==> src/rtl/mem_arb_pkg.sv <==
// Shared constants for the external-memory arbiter: channel indices, address regions,
// FSM encoding and watchdog limits.
package mem_arb_pkg;

  localparam int unsigned NumCh = 4;
  localparam int unsigned ExtAw = 23;

  // Channel indices double as request/grant bit positions.
  localparam logic [1:0] ChCrom   = 2'd0;
  localparam logic [1:0] ChProm   = 2'd1;
  localparam logic [1:0] ChChrram = 2'd2;
  localparam logic [1:0] ChPrgram = 2'd3;

  // Region codes placed in extaddr[22:21].
  localparam logic [1:0] RegionProm   = 2'b00;
  localparam logic [1:0] RegionCrom   = 2'b01;
  localparam logic [1:0] RegionChrram = 2'b10;
  localparam logic [1:0] RegionPrgram = 2'b11;

  localparam logic [7:0] WdogLimit   = 8'hFF;
  localparam logic [7:0] TimeoutData = 8'hFF;

  typedef enum logic [1:0] {
    StIdle,
    StBusy,
    StAck,
    StHold
  } state_e;

  function automatic logic [1:0] onehot_to_idx(input logic [NumCh-1:0] oh);
    logic [1:0] idx;
    idx = '0;
    for (int i = 0; i < NumCh; i++) begin
      if (oh[i]) idx = 2'(i);
    end
    return idx;
  endfunction

endpackage

==> src/rtl/mem_arb_pick.sv <==
// Rotating-priority picker: first asserted request at or after ptr (wrapping) wins.
// With ptr tied to 0 this degenerates to fixed priority crom > prom > chrram > prgram.
module mem_arb_pick
  import mem_arb_pkg::*;
(
  input  logic [NumCh-1:0] req,
  input  logic [1:0]       ptr,
  output logic [NumCh-1:0] grant
);

  logic [1:0] idx;
  logic       found;

  always_comb begin
    grant = '0;
    idx   = '0;
    found = 1'b0;
    for (int i = 0; i < NumCh; i++) begin
      idx = ptr + 2'(i);
      if (!found && req[idx]) begin
        grant[idx] = 1'b1;
        found      = 1'b1;
      end
    end
  end

endmodule

==> src/rtl/mem_arb.sv <==
// Four-channel arbiter onto a shared external byte memory with a per-transaction watchdog.
// Define MEM_ARB_RR_EN for round-robin arbitration; fixed priority when undefined.
module mem_arb
  import mem_arb_pkg::*;
(
  input  logic        clk,
  input  logic        reset,

  input  logic [20:0] promaddr,
  input  logic        promreq,
  output logic        promack,
  output logic [7:0]  promdata,

  input  logic [20:0] cromaddr,
  input  logic        cromreq,
  output logic        cromack,
  output logic [7:0]  cromdata,

  input  logic [12:0] chrramaddr,
  input  logic [7:0]  chrramwdata,
  input  logic        chrramwr,
  input  logic        chrramreq,
  output logic        chrramack,
  output logic [7:0]  chrramrdata,

  input  logic [14:0] prgramaddr,
  input  logic [7:0]  prgramwdata,
  input  logic        prgramwr,
  input  logic        prgramreq,
  output logic        prgramack,
  output logic [7:0]  prgramrdata,

  output logic [22:0] extaddr,
  output logic [7:0]  extwdata,
  output logic        extwr,
  output logic        extreq,
  input  logic        extack,
  input  logic [7:0]  extrdata,

  output logic        timeout
);

  state_e state_q, state_d;

  logic [NumCh-1:0]      req_vec;
  logic [NumCh-1:0]      pick_gnt;
  logic [1:0]            pick_idx;
  logic [1:0]            ptr;
  logic [1:0]            gnt_q;
  logic [ExtAw-1:0]      sel_addr, extaddr_q;
  logic [7:0]            sel_wdata, extwdata_q;
  logic                  sel_wr, extwr_q;
  logic [7:0]            wdog_q;
  logic [NumCh-1:0][7:0] data_q;
  logic                  timeout_q;
  logic                  start;
  logic                  wdog_expire;
  logic [NumCh-1:0]      ack_vec;

  assign req_vec = {prgramreq, chrramreq, promreq, cromreq};

  mem_arb_pick u_pick (
    .req   (req_vec),
    .ptr   (ptr),
    .grant (pick_gnt)
  );

  assign pick_idx = onehot_to_idx(pick_gnt);
  assign start    = (state_q == StIdle) && (|req_vec);

  // Last BUSY cycle before the counter would reach the limit.
  assign wdog_expire = (state_q == StBusy) && !extack && (wdog_q == WdogLimit - 8'd1);

`ifdef MEM_ARB_RR_EN
  logic [1:0] ptr_q;

  always_ff @(posedge clk) begin
    if (reset) begin
      ptr_q <= ChCrom;
    end else if (start) begin
      ptr_q <= pick_idx + 2'd1;
    end
  end

  assign ptr = ptr_q;
`else
  assign ptr = ChCrom;
`endif

  // Channel address zero-extended under its region code; ROM channels never write.
  always_comb begin
    sel_addr  = '0;
    sel_wdata = '0;
    sel_wr    = 1'b0;
    unique case (pick_idx)
      ChCrom:   sel_addr = {RegionCrom, cromaddr};
      ChProm:   sel_addr = {RegionProm, promaddr};
      ChChrram: begin
        sel_addr  = {RegionChrram, 8'b0, chrramaddr};
        sel_wdata = chrramwdata;
        sel_wr    = chrramwr;
      end
      ChPrgram: begin
        sel_addr  = {RegionPrgram, 6'b0, prgramaddr};
        sel_wdata = prgramwdata;
        sel_wr    = prgramwr;
      end
      default: ;
    endcase
  end

  always_ff @(posedge clk) begin
    if (reset) begin
      state_q <= StIdle;
    end else begin
      state_q <= state_d;
    end
  end

  always_comb begin
    state_d = state_q;
    unique case (state_q)
      StIdle:  if (|req_vec) state_d = StBusy;
      StBusy:  if (extack || wdog_expire) state_d = StAck;
      StAck:   state_d = StHold;
      StHold:  state_d = StIdle;
      default: state_d = StIdle;
    endcase
  end

  always_comb begin
    ack_vec = '0;
    extreq  = (state_q == StBusy);
    if (state_q == StAck) ack_vec[gnt_q] = 1'b1;
  end

  always_ff @(posedge clk) begin
    if (reset) begin
      gnt_q      <= ChCrom;
      extaddr_q  <= '0;
      extwdata_q <= '0;
      extwr_q    <= 1'b0;
      wdog_q     <= '0;
      data_q     <= '0;
      timeout_q  <= 1'b0;
    end else begin
      if (start) begin
        gnt_q      <= pick_idx;
        extaddr_q  <= sel_addr;
        extwdata_q <= sel_wdata;
        extwr_q    <= sel_wr;
        wdog_q     <= '0;
      end
      if (state_q == StBusy) begin
        if (extack) begin
          if (!extwr_q) data_q[gnt_q] <= extrdata;
        end else begin
          wdog_q <= wdog_q + 8'd1;
          if (wdog_expire) begin
            timeout_q <= 1'b1;
            if (!extwr_q) data_q[gnt_q] <= TimeoutData;
          end
        end
      end
    end
  end

  assign cromack     = ack_vec[ChCrom];
  assign promack     = ack_vec[ChProm];
  assign chrramack   = ack_vec[ChChrram];
  assign prgramack   = ack_vec[ChPrgram];
  assign cromdata    = data_q[ChCrom];
  assign promdata    = data_q[ChProm];
  assign chrramrdata = data_q[ChChrram];
  assign prgramrdata = data_q[ChPrgram];
  assign extaddr     = extaddr_q;
  assign extwdata    = extwdata_q;
  assign extwr       = extwr_q;
  assign timeout     = timeout_q;

endmodule

==> config.mk <==
export PLATFORM = sky130hd
export DESIGN_NAME = mem_arb
export DESIGN_NICKNAME = d
export VERILOG_FILES = /design/src/rtl/mem_arb_pkg.sv /design/src/rtl/mem_arb_pick.sv /design/src/rtl/mem_arb.sv
export SDC_FILE = /design/constraint.sdc
export NUM_CORES = 1
export LEC_CHECK = 0
export CORE_MARGIN = 4
export CORE_UTILIZATION = 37
export DETAILED_ROUTE_END_ITERATION = 6
export GPL_ROUTABILITY_DRIVEN = 0
export PLACE_DENSITY_LB_ADDON = 0.12
export SLEW_MARGIN = 25
export SYNTH_ARGS = -nofsm -noshare
export SYNTH_HDL_FRONTEND = slang
export SYNTH_SLANG_ARGS = --single-unit
==> constraint.sdc <==
create_clock -name clk -period 1.9 [get_ports clk]
set_input_delay 0.38 -clock clk [delete_from_list [all_inputs] [get_ports clk]]
set_output_delay 0.38 -clock clk [all_outputs]
set_load 0.1 [all_outputs]
[Word-level counts from Yosys, hierarchy flattened]
Index checks and enable logic that the tools add are counted.
Storage, ports and cells
  input bits: 103
  output and inout bits: 70
  register bits: 77
  logic and storage cells: 74
Operators by class
  equality and inequality tests: 9
  multiplexer cells: 29
  $lt $le $gt $ge: 2
  bitwise operators: 3
  add/subtract/negate cells: 1
  reduce and logical (&&, ||, !) cells: 19
Operators by type and width (number)
  32-bit 2-to-1 mux: 4
  23-bit case mux with 4 select lines: 1
  32-bit bitwise mux: 1
  8-bit 2-to-1 mux: 4
  32-bit bitwise OR: 1
  8-bit demux with 2-bit select: 1
  8-bit case mux with 2 select lines: 1
  2-bit 2-to-1 mux: 5
  8-bit by 1-bit adder with 8-bit output (second input constant): 1
  2-bit == test (second input constant): 4
  8-bit == test (second input constant): 1
  4-bit 2-to-1 mux: 2
  2-bit case mux with 4 select lines: 1
  1-bit logical AND: 7
  1-bit 2-to-1 mux: 6
  3-bit AND reduction: 2
  2-bit by 1-bit == test with 1-bit output (second input constant): 2
  1-bit logical NOT: 4
  2-bit logical NOT: 2
  2-bit by 1-bit != test with 1-bit output (second input constant): 2
  4-bit OR reduction: 1
  2-bit by 3-bit less-than comparator with 1-bit output (second input constant): 1
  3-bit 2-to-1 mux: 1
  1-bit demux with 2-bit select: 1
  other kinds (6): 7

[Depth between registers and ports, before layout]
  word-level depth: 15
  mapped depth: 10
  depth with buffers taken out: 8

[By module]
From an unflattened synthesis, not the netlist that was laid out.
Second synthesis, totals
  cell total of the unflattened synthesis: 420
  area, all modules: 3828.7 um2
Modules (own cells, without submodules)
  mem_arb: cells each 384, seq. area each 1521.5 um2, instances 1, area each 3490.8 um2
  mem_arb_pick: cells each 36, seq. area each 0.0 um2, instances 1, area each 337.8 um2

[Worst setup path after synthesis]
Ideal clock, no wire load.
  path kind: register to output
  start point: register state_q[0]
  end point: output cromack
  arrival time: 2.791 ns
  stages on the path, launching flop included: 4
  setup slack: -1.271 ns
  required time: 1.520 ns
  buffers on the path: 0
  cells stage by stage: dfxtp_1 > inv_1 > ha_1 > nor3b_1
On the way
  longest elaborated chain between the ends: 2
Ends and longest elaborated chain
  start: declaration: RTL line mem_arb.sv:43  | state_e state_q, state_d;
  start signal: assignment: RTL line mem_arb.sv:114  | state_q <= StIdle;
  start signal: assignment: RTL line mem_arb.sv:116  | state_q <= state_d;
  2-bit == test: RTL line mem_arb.sv:134  | if (state_q == StAck) ack_vec[gnt_q] = 1'b1;
  4-bit 2-to-1 mux: RTL line mem_arb.sv:134
  end: declaration: RTL line mem_arb.sv:16  | output logic cromack,
No other way between the ends.

[Worst setup path in the final report]
  start point: input cromreq
  end point: register extaddr_q[3], in the netlist extaddr[3]
On the way
  longest elaborated chain between the ends: 13
  elaborated cells on any way between the ends: 22
Ends and longest elaborated chain
  start: declaration: RTL line mem_arb.sv:15  | input logic cromreq,
  1-bit 2-to-1 mux *: RTL line mem_arb_pick.sv:20  | if (!found && req[idx]) begin
  1-bit logical NOT: RTL line mem_arb_pick.sv:20
  1-bit logical AND: RTL line mem_arb_pick.sv:20
  1-bit 2-to-1 mux *: RTL line mem_arb_pick.sv:20
  1-bit logical NOT: RTL line mem_arb_pick.sv:20
  1-bit logical AND: RTL line mem_arb_pick.sv:20
  1-bit 2-to-1 mux: RTL line mem_arb_pick.sv:20
  1-bit logical NOT: RTL line mem_arb_pick.sv:20
  1-bit logical AND: RTL line mem_arb_pick.sv:20
  4-bit 2-to-1 mux *: RTL line mem_arb_pick.sv:20
  2-bit 2-to-1 mux *: RTL line mem_arb_pkg.sv:34  | if (oh[i]) idx = 2'(i);
  named net pick_idx[1]: RTL line mem_arb.sv:47  | logic [1:0] pick_idx;
  2-bit == test (tied with other cells): RTL line mem_arb.sv:95  | unique case (pick_idx)
  23-bit case mux with 4 select lines *: RTL line mem_arb.sv:95
  end signal: assignment: RTL line mem_arb.sv:149  | extaddr_q <= sel_addr;
  end: declaration: RTL line mem_arb.sv:50  | logic [ExtAw-1:0] sel_addr, extaddr_q;
The timed path passes the listed nets; every way through them passes the cells marked *.
A chain may end at the register's enable or synchronous reset.

==> flow_summary.json <==
{
  "outcome": "finished, final reports clean",
  "ys_seq_elements": 76,
  "crit_required_ns": 2.17,
  "grtUsageTotal_pct": 20.0,
  "worst_pin_slew_ns": 0.471,
  "fmax_ghz": 0.550,
  "fin_nets": 716,
  "crit_path_end_kind": "register",
  "synthTopCellsByArea": "dfxtp_1 43%, mux2i_1 9.2%, nand2_1 8.8%",
  "wl_per_cell_microns": 15.3,
  "setup_violations": 0,
  "period_needed_ns": 1.82,
  "port_buffers": 172,
  "pwr-share-clk_pct": 21.3,
  "hold_ws_ns": 0.447,
  "diodes": 0,
  "syn2layout_area_growth_pct": 65.3,
  "htree_levels": 3,
  "synthesis.nets": 522,
  "netlist.area_leader.share_pct": 42.6,
  "final_cells": 737,
  "p_per_area_nw_per_um2": 1170,
  "synth_seq_area_share_pct": 42.6,
  "synth.avg_cell_area_sq_um": 8.71,
  "nFillCells": 821,
  "cts-buffers-inserted": 9,
  "cp_data_arrival_time_ns": 2.09,
  "hp-class": "input pin to register",
  "drc": 0,
  "drtIter0Drc": 133,
  "start_kind": "input pin",
  "synth_area_sq_um": 3570,
  "combPwrFrac_pct": 50.3,
  "preCtsSetupSlack_ns": -0.780,
  "cts_tree": "yes",
  "postRouteAntennaNets": 0,
  "dieArea_sq_um": 11300,
  "netlist_instances": 410,
  "hold_violations": 0,
  "finalPower_mw": 6.88,
  "reg2reg_from": "state_q[0]",
  "multi_input_area_sq_um": 1920,
  "relSlewSlack_pct": 68.6,
  "drive_above_1_share_pct": 25.0,
  "antenna_found_initial": 0,
  "synth_area_leader_cell": "dfxtp_1",
  "cp-startpoint": "cromreq",
  "root_buffer": "clkbuf_8",
  "gr-total-overflow": 0,
  "fin_skew_ns": 0.0109,
  "die_w_microns": 106,
  "die_h_microns": 106,
  "vias_per_cell": 5.11,
  "switching_share_pct": 45.9,
  "synth_cell_types": 43,
  "leakagePower_nw": 2.61,
  "clk_pin_slew_ns": 0.08,
  "start_util_pct": 38.3,
  "grt_max_degree": 43,
  "first_pass_iters": 5,
  "p_sw_mw": 3.16,
  "cts_sinks": 76,
  "routed_wl_microns": 11300,
  "placed_cells": 718,
  "clock_latency_ns": 0.35,
  "ir_drop_mv": 0.671,
  "maxCapViolations": 0,
  "first_global_vias": 3845,
  "ff_latch_area_sq_um": 1520,
  "seq_power_share_pct": 28.4,
  "place_hpwl_microns": 8500,
  "vias": 3769,
  "grt_first_pass_wirelength_microns": 18200,
  "p_int_mw": 3.72,
  "fin_crit_sh_pct": 95.7,
  "rows": 35,
  "setup_ws_ns": 0.0824,
  "crit_type": "input pin to register",
  "slew_viol_final": 0,
  "num_io_pins": 173,
  "clock_tree.buffer_depth": 2,
  "hold_start": "reset",
  "ys_warn_count": 0,
  "placeableCoreArea_sq_um": 9330,
  "cts_hold_buf": 0,
  "cp_max_fo": 8
}
[cell type report]
class                           instances  area share, %
Timing Repair Buffer                  213           34.4
Multi-Input combinational cell        296           32.5
Sequential cell                        76           25.8
Tap cell                              129           2.73
Clock buffer                            9           2.10
Clock inverter                          6           1.91
Inverter                                8          0.551
[metrics by stage]
stage,utilization (%),area (sq um),setup TNS [ns]
after floorplan,-,3580,-0.271
after global placement,59.2,5520,-17.34
after detailed placement,59.2,5520,-19.23
after CTS,63.0,5880,0
after global routing,63.3,5900,-0.00386
final,63.3,5900,0
[state kept, by name, indices dropped and copies added (netlist names), 8 cells and up]
name and flops:
promdata 8, wdog_q 8, extaddr 22, chrramrdata 8
cromdata 8, extwdata 8, prgramrdata 8
[critical path, stage by stage]
cell and delay, ns:
dlygate4sd2_1 0.26, or3_4 0.40, buf_4 0.15, inv_4 0.06, ha_4 0.15, bufbuf_16 0.26, a222oi_1 0.07, o21ai_1 0.15
nand2_1 0.06, a21oi_1 0.13
[kinds of logic (layout without fill, tap and decap cells)]
| group | after synthesis | in the layout | share of synthesized area [%] |
|---|---|---|---|
| AOI/OAI and AO/OA | 104 | 104 | 19.8 |
| buffers and inverters | 38 | 236 | 5.95 |
| adders and majority gates | 9 | 9 | 3.15 |
| and+or+nand+nor | 150 | 150 | 19.3 |
| muxes | 33 | 33 | 9.25 |
| DFF | 76 | 76 | 42.6 |
[synth_stat cells (all sizes together)]
library cell,count
o41a,1
a21oi,27
nor4b,1
ha,9
nand2b,3
nor3,9
nor2,31
nand4,3
and4,1
a31oi,3
o211a,1
a211oi,1
nor4,1
nor3b,2
a222oi,13
nor2b,3
a221oi,6
clkbuf,15
dfxtp,76
buf,13
a22oi,11
and2,1
nand3,3
nand2,84
dlymetal6s2s,2
a2bb2oi,1
inv,8
or3,2
and3b,1
nand4b,2
mux2i,33
o21ai,29
a41oi,2
a22o,9
and3,3
[timing repair]
action,in CTS,in global routing
pin swaps,10,4
buffers inserted,2,0
setup endpoints to repair,30,18
cloned,2,0
resized for setup,28,10
[power groups by stage]
stage                     sequential [mW]  clock (mW)  combinational [mW]
after global placement               1.97           0                3.38
after detailed placement             1.98           0                3.41
after CTS                            1.95        1.50                3.46
after global routing                 1.98        1.58                3.67
final                                1.96        1.46                3.46
after floorplan                      3.21           0                1.20
[worst paths after layout]
check	end	slack, ns	cells after the start
hold reg to reg	extaddr[10]	0.45	2
setup reg to reg	extaddr[17]	0.23	6
hold / removal	chrramrdata[3]	0.45	4
setup / recovery	extaddr[3]	0.08	10
[per-layer routing]
layer  GRT usage [%]  vias up  share of wire [%]
li1                -     1851                  -
met1            22.3     1752                 39
met2            34.9      142                 50
met3            5.83       24                8.0
met4            9.25        0                2.7
met5               0        -                  0
[placed cells by master, fill, tap and decap left out, types with 4 or more instances in the layout]
master           count
clkdlybuf4s50_1     97
buf_4               96
nand2_1             84
dfxtp_1             76
mux2i_1             33
nor2_1              28
a21oi_1             25
o21ai_0             18
a222oi_1            13
a22oi_1             11
buf_12              11
o21ai_1             10
nor3_1               9
a22o_1               9
clkbuf_8             9
inv_1                6
a221oi_1             6
ha_1                 4
(Power assumes the default switching activity.)
